**src/rtl/rgmii_rx.sv**
```systemverilog
// RGMII DDR receive front end: nibble capture, byte assembly, preamble/SFD strip, framed byte stream.
// Optional FCS residue check is compiled in when RGMII_RX_CRC_CHECK_EN is defined.
module rgmii_rx #(
  parameter int unsigned MIN_PREAMBLE = 1,
  parameter int unsigned MAX_LEN      = 1522
) (
  input  logic        rx_clk,
  input  logic        rx_rst_n,
  input  logic [3:0]  rxd,
  input  logic        rx_ctl,
  output logic [7:0]  rx_data,
  output logic        rx_valid,
  output logic        rx_sof,
  output logic        rx_last,
  output logic        rx_error,
  output logic        rx_crc_err,
  output logic [15:0] rx_len
);

  typedef enum logic [1:0] {S_IDLE, S_PREAMBLE, S_DATA, S_DROP} state_t;

  localparam logic [15:0] LP_MAX_LEN = 16'(MAX_LEN);

  logic [3:0]  r_lo, r_hi;
  logic        r_dv, r_ctl_f;
  logic [7:0]  r_byte;
  logic        r_bdv, r_ber;

  state_t      r_state, w_state;
  logic [3:0]  r_pre_cnt, w_pre_cnt;
  logic [15:0] r_cnt;
  logic        r_err;
  logic [7:0]  r_hold;
  logic        r_hold_vld, w_hold_vld, r_hold_sof;
  logic        w_sfd, w_accept, w_emit, w_last, w_ovf, w_fin;
  logic        w_pre_ok, w_crc_bad;

  // Capture regs reset as "carrier active" so the FSM stays in DROP until a
  // real dv=0 byte arrives after reset release.
  // NOTE: sequential state uses non-blocking (<=) so every flop samples pre-edge values.
  always_ff @(posedge rx_clk or negedge rx_rst_n) begin
    if (!rx_rst_n) begin
      r_lo   <= '0;
      r_dv   <= 1'b1;
      r_byte <= '0;
      r_bdv  <= 1'b1;
      r_ber  <= 1'b0;
    end else begin
      r_lo   <= rxd;
      r_dv   <= rx_ctl;
      r_byte <= {r_hi, r_lo};
      r_bdv  <= r_dv;
      r_ber  <= r_dv ^ r_ctl_f;
    end
  end

  always_ff @(negedge rx_clk or negedge rx_rst_n) begin
    if (!rx_rst_n) begin
      r_hi    <= '0;
      r_ctl_f <= 1'b1;
    end else begin
      r_hi    <= rxd;
      r_ctl_f <= rx_ctl;
    end
  end

  assign w_pre_ok = 32'(r_pre_cnt) >= MIN_PREAMBLE;
  assign w_fin    = w_emit & w_last;

  // NOTE: every signal gets a default before the case so no latches are inferred.
  always_comb begin
    w_state    = r_state;
    w_pre_cnt  = r_pre_cnt;
    w_hold_vld = r_hold_vld;
    w_sfd      = 1'b0;
    w_accept   = 1'b0;
    w_emit     = 1'b0;
    w_last     = 1'b0;
    w_ovf      = 1'b0;
    case (r_state)
      S_IDLE: begin
        if (r_bdv) begin
          if (r_byte == 8'h55) begin
            w_state   = S_PREAMBLE;
            w_pre_cnt = 4'd1;
          end else begin
            w_state = S_DROP;
          end
        end
      end
      S_PREAMBLE: begin
        if (!r_bdv) begin
          w_state = S_IDLE;
        end else if (r_ber) begin
          w_state = S_DROP;
        end else if (r_byte == 8'h55) begin
          if (r_pre_cnt != 4'hF) w_pre_cnt = r_pre_cnt + 4'd1;
        end else if (r_byte == 8'hD5 && w_pre_ok) begin
          w_state    = S_DATA;
          w_sfd      = 1'b1;
          w_hold_vld = 1'b0;
        end else begin
          w_state = S_DROP;
        end
      end
      S_DATA: begin
        if (!r_bdv) begin
          w_emit     = r_hold_vld;
          w_last     = 1'b1;
          w_hold_vld = 1'b0;
          w_state    = S_IDLE;
        end else if (r_cnt == LP_MAX_LEN) begin
          // Overflow byte: close the frame on the held byte and discard the rest.
          w_emit     = r_hold_vld;
          w_last     = 1'b1;
          w_ovf      = 1'b1;
          w_hold_vld = 1'b0;
          w_state    = S_DROP;
        end else begin
          w_emit     = r_hold_vld;
          w_accept   = 1'b1;
          w_hold_vld = 1'b1;
        end
      end
      S_DROP: begin
        if (!r_bdv) w_state = S_IDLE;
      end
      default: w_state = S_DROP;
    endcase
  end

  always_ff @(posedge rx_clk or negedge rx_rst_n) begin
    if (!rx_rst_n) begin
      r_state    <= S_DROP;
      r_pre_cnt  <= '0;
      r_cnt      <= '0;
      r_err      <= 1'b0;
      r_hold     <= '0;
      r_hold_vld <= 1'b0;
      r_hold_sof <= 1'b0;
      rx_data    <= '0;
      rx_valid   <= 1'b0;
      rx_sof     <= 1'b0;
      rx_last    <= 1'b0;
      rx_error   <= 1'b0;
      rx_crc_err <= 1'b0;
      rx_len     <= '0;
    end else begin
      r_state    <= w_state;
      r_pre_cnt  <= w_pre_cnt;
      r_hold_vld <= w_hold_vld;
      if (w_sfd) begin
        r_cnt <= '0;
        r_err <= 1'b0;
      end else if (w_accept) begin
        r_cnt      <= (r_cnt == 16'hFFFF) ? r_cnt : r_cnt + 16'd1;
        r_err      <= r_err | r_ber;
        r_hold     <= r_byte;
        r_hold_sof <= (r_cnt == 16'd0);
      end
      rx_valid   <= w_emit;
      rx_data    <= w_emit ? r_hold : 8'h00;
      rx_sof     <= w_emit & r_hold_sof;
      rx_last    <= w_fin;
      rx_error   <= w_fin & (r_err | w_ovf | w_crc_bad);
      rx_crc_err <= w_fin & w_crc_bad;
      rx_len     <= w_fin ? r_cnt : 16'd0;
    end
  end

`ifdef RGMII_RX_CRC_CHECK_EN
  localparam logic [31:0] LP_RESIDUE = 32'hC704DD7B;

  logic [31:0] r_crc, w_crc_rev;

  function automatic logic [31:0] crc_byte(input logic [31:0] crc, input logic [7:0] d);
    logic [31:0] c;
    c = crc ^ {24'd0, d};
    for (int i = 0; i < 8; i++) c = c[0] ? ((c >> 1) ^ 32'hEDB88320) : (c >> 1);
    return c;
  endfunction

  always_ff @(posedge rx_clk or negedge rx_rst_n) begin
    if (!rx_rst_n)     r_crc <= '1;
    else if (w_sfd)    r_crc <= '1;
    else if (w_accept) r_crc <= crc_byte(r_crc, r_byte);
  end

  // The register is kept LSB-first; the residue constant is in MSB-first order.
  always_comb begin
    for (int i = 0; i < 32; i++) w_crc_rev[i] = r_crc[31-i];
  end

  assign w_crc_bad = (w_crc_rev != LP_RESIDUE) || (r_cnt < 16'd4);
`else
  assign w_crc_bad = 1'b0;
`endif

endmodule

```
**config.mk**
```make
export PLATFORM = sky130hd
export DESIGN_NAME = rgmii_rx
export DESIGN_NICKNAME = d
export VERILOG_FILES = /design/src/rtl/rgmii_rx.sv
export SDC_FILE = /design/constraint.sdc
export NUM_CORES = 1
export LEC_CHECK = 0
export BUFFER_PORTS_ARGS = -buffer_cell sky130_fd_sc_hd__buf_2
export CAP_MARGIN = 20
export CORE_MARGIN = 2
export CORE_UTILIZATION = 23
export CTS_CLUSTER_SIZE = 8
export DETAILED_ROUTE_END_ITERATION = 10
export PLACE_DENSITY = 0.47
export RECOVER_POWER = 100
export SKIP_LAST_GASP = 1
export SYNTH_ARGS = -nofsm -noshare
export SYNTH_HDL_FRONTEND = slang
export SYNTH_SLANG_ARGS = --single-unit
```
**constraint.sdc**
```tcl
create_clock -name rx_clk -period 3.1 [get_ports rx_clk]
set_clock_uncertainty 0.1 [all_clocks]
set_input_delay 0.155 -clock rx_clk [delete_from_list [all_inputs] [get_ports rx_clk]]
set_output_delay 0.155 -clock rx_clk [all_outputs]
set_load 0.01 [all_outputs]
```
==> metrics.csv <==
stage,metric,value,unit
logic_synthesis,synthesis.yosys.warnings,0,
power,switching_share_of_power,26.4,%
die,fp.dieH,125,um
global_routing,globalRoute.totalOverflow,0,
clock_tree,numCtsBuffers,9,
cells_and_area,final_non_filler_cell_total,506,
route,top_layer_used,met4,
placed_design,dp.final_hpwl,4550,um
logic_synthesis,synth_area_leader_cell,sky130_fd_sc_hd__dfrtp_1,
sta,rsz0062_at_grt,no,
placed_design,gpl.final_weighted_congestion,0.742,
setup_path,reg2regPathDepth,5,
sta,hold_violations,0,
logic_synthesis,synthMostInstantiatedCell,sky130_fd_sc_hd__dfrtp_1,
power,power.internal,0.00189,W
setup_path,critPathKind,reg2reg,
setup_path,worstPathMaxFanout,17,
logic_synthesis,syn-cell-area,0.00337,sq mm
logic_synthesis,synth-seq-cells,81,
placed_design,place_inst,484,
route,num_vias,2228,
placed_design,pre_cts_ws,0.693,ns
setup_path,timing.critical_path.to_type,flip-flop,
sta,timing_max_transition_violations_final,62,
setup_path,path_cells,nor2b_1 -> clkbuf_1 -> nand2_1 -> or4_1 -> mux2i_1,
setup_path,critPathLaunchType,flip-flop,
global_routing,grt_max_degree,32,
power,seqPwrFrac,48.0,%
cells_and_area,area_growth,19.6,%
route,detailroute.wirelength.met3,266,um
cells_and_area,drive_gt1_share,9.94,%
die,floorplan.initialDensity,23.4,%
setup_path,r2r_start,r_state[1]$_DFFE_PN1P_,
sta,setup_slack,0.512,ns
power,leak_pwr,1.71,nW
clock_tree,cts.root.buffer_cell,sky130_fd_sc_hd__clkbuf_16,
clock_tree,cts.repair.resized,0,
die,ioPinCount,36,
clock_tree,clkSlewWorstSetupHoldPaths,0.07,ns
clock_tree,tritoncts_sink_count,81,
die,design.die.area,0.0156,sq mm
logic_synthesis,post_synth.cell_area_avg,12.1,sq um
die,rows,44,
logic_synthesis,proportion_of_synthesized_chip_area_in_sequential_cells,60.3,%
logic_synthesis,synth_async_sr_flop_share,100,%
route,final_antenna_net_count,0,
route,routed_via_density,4.40,
route,post_drt_wl_per_cell,13.8,um
logic_synthesis,total_nets_after_synthesis,292,
die,coreArea,0.0144,sq mm
outcome,failed_checks,"max-capacitance violations, max-slew violations",
route,metal_1_wl,3260,um
sta,tightest_slew,1.69,ns
route,wl_met2,3310,um
setup_path,critical_path_arrival,2.70,ns
sta,setup-violations-final,0,
setup_path,worstReg2RegEnd,r_cnt[12]$_DFFE_PN0P_,
sta,slew-limit-headroom,-12.5,%
cells_and_area,insertedDiodeCount,0,
logic_synthesis,ys_top_cells_by_area,"sky130_fd_sc_hd__dfrtp_1, sky130_fd_sc_hd__mux2i_1, sky130_fd_sc_hd__dfstp_2, sky130_fd_sc_hd__and2_1, sky130_fd_sc_hd__mux2_2",
logic_synthesis,post_synth_inst_count,279,
clock_tree,htree_num_levels,3,
logic_synthesis,synth_cell_type_count,42,
power,pwr_density_cell,636,mW/mm^2
die,die_x,125,um
setup_path,worst_path_max_delay_cell,sky130_fd_sc_hd__or4_1,
global_routing,globalRouteTotalUtil,9.69,%
clock_tree,clk_path_buf_depth,2,
sta,timing.final.crit_period,2.59,ns
logic_synthesis,synth_top_cell_area_share,53.5,%
sta,fin_tns_setup,0,ns
power,combPwrFrac,8.2,%
logic_synthesis,synth_edf_count,0,
global_routing,via_count_of_the_first_global_routing_pass,2343,
route,dr.first_iter.drc_count,106,
cells_and_area,nNetsFinal,330,
logic_synthesis,postSynth.topFlopCell,sky130_fd_sc_hd__dfrtp_1,
min_path,hold_class,in2async,
clock_tree,clock_insertion_delay_worst_skew,0.39,ns
global_routing,grt_first_pass_wirelength,12200,um
power,totalPowerFinal,0.00257,W
route,post-route-drc-count,0,
route,routed_wirelength,7000,um
power,power_switching,0.000677,W
sta,fmaxAchievable,0.386,GHz
power,pwr-share-clk,43.9,%
placed_design,count_of_input_and_output_buffers,34,
route,dr.pass1.iters,4,
setup_path,slowest_delay,0.65,ns
power,irDropWorstVdd,0.250,mV
logic_synthesis,netlist_top_cells_count,"sky130_fd_sc_hd__dfrtp_1, sky130_fd_sc_hd__o21ai_0, sky130_fd_sc_hd__and2_1, sky130_fd_sc_hd__mux2i_1, sky130_fd_sc_hd__and3_1",
clock_tree,cts_tree,built,
job,maxCapViolCount,2,
setup_path,reg2reg_setup_slack,0.51,ns
setup_path,critical_path_required,3.22,ns
global_routing,antenna_found_initial,0,
sta,layout_worst_path_cycle_share,83.5,%
outcome,status,"complete, but fails checks",
-- worst max-delay path, delay by kind of cell (launching register included) --
family / cells / cell delay [ns]
buf+inv: 1 / 0.39
mux: 1 / 0.13
simple gates: 3 / 1.27
flops: 1 / 0.57
-- stage by stage --
stage / utilization, % / area (sq um) / hold slack, ns
finish: 27.9 / 4030 / 0.158
global route: 27.9 / 4030 / 0.184
CTS: 28.4 / 4090 / 0.154
detailed placement: 25.8 / 3710 / -0.0217
global placement: 25.8 / 3710 / -0.0262
floorplan: - / 3370 / -0.241
-- layout make-up --
cell class	count	area (sq um)
Tap cell	184	230
Inverter	10	37.5
Clock inverter	8	93.8
Clock buffer	9	225
Fill cell	1543	10400
Multi-Input combinational cell	170	1200
Timing Repair Buffer	44	206
Sequential cell	81	2030
-- power groups by stage --
stage          sequential (W)   clock [W]  combinational (W)
6_report              0.00123     0.00112           0.000210
5_1_grt               0.00125     0.00121           0.000248
3_3_place_gp          0.00125  0.00000404           0.000209
4_1_cts               0.00123     0.00115           0.000221
3_5_place_dp          0.00125  0.00000404           0.000214
2_1_floorplan         0.00122  0.00000404           0.000144
-- placed cells by master, fill, tap and decap left out, drive strengths merged, types with 2 or more instances in the layout --
master and n:
nand2 8, nor4 13, dlygate4sd3 6, and4 6, a31oi 2, nor3 3
o21bai 11, nand3 10, dfrtn 4, nor2b 3, and2 17, nor2 4
mux2 9, dfstp 5, nand4 6, nor4b 4, or4 2, inv 17
ha 6, clkbuf 46, dfrtp 72, mux2i 17, o21ai 22, and3 15
-- cells by family (layout without fill, tap and decap cells) --
kind of cell / after synthesis / in the layout / synth area share, %
buffers and inverters: 28 / 71 / 3.82
muxes: 26 / 26 / 8.06
AOI/OAI and AO/OA: 41 / 41 / 7.61
xor gates and xnor gates: 1 / 1 / 0.260
adders and majority gates: 6 / 6 / 2.23
other: 1 / 1 / 0.111
and+or+nand+nor: 95 / 95 / 17.6
DFF: 81 / 81 / 60.3
-- state kept, by name, indices dropped and copies added, names as in the netlist, 2 cells and up --
| register | flops |
|---|---|
| r_lo | 4 |
| r_state | 2 |
| r_byte | 8 |
| r_pre_cnt | 4 |
| rx_data | 8 |
| r_cnt | 16 |
| r_hi | 4 |
| r_hold | 8 |
| rx_len | 16 |
-- per-layer routing --
layer	global-route usage, %	vias up
li1	-	1067
met1	13.0	1110
met2	14.5	38
met3	2.35	13
met4	4.90	0
met5	0	-
-- how the worst max path moves through the flow --
stage / startpoint / end
4_1_cts: r_pre_cnt[0]$_DFFE_PN0P_ / r_cnt[15]$_DFFE_PN0P_
3_3_place_gp: r_ctl_f$_DFF_NN1_ / r_ber$_DFF_PN0_
3_5_place_dp: r_byte[1]$_DFF_PN0_ / r_cnt[11]$_DFFE_PN0P_
5_1_grt: r_state[1]$_DFFE_PN1P_ / r_cnt[15]$_DFFE_PN0P_
2_1_floorplan: r_ctl_f$_DFF_NN1_ / r_ber$_DFF_PN0_
6_report: r_state[1]$_DFFE_PN1P_ / r_cnt[12]$_DFFE_PN0P_
-- repair_timing --
item | CTS | global route
hold buffers | 6 | 0
hold endpoints to repair | 21 | 0
setup buffers | 0 | 0
No activity file was read; power rests on OpenSTA's default activity.
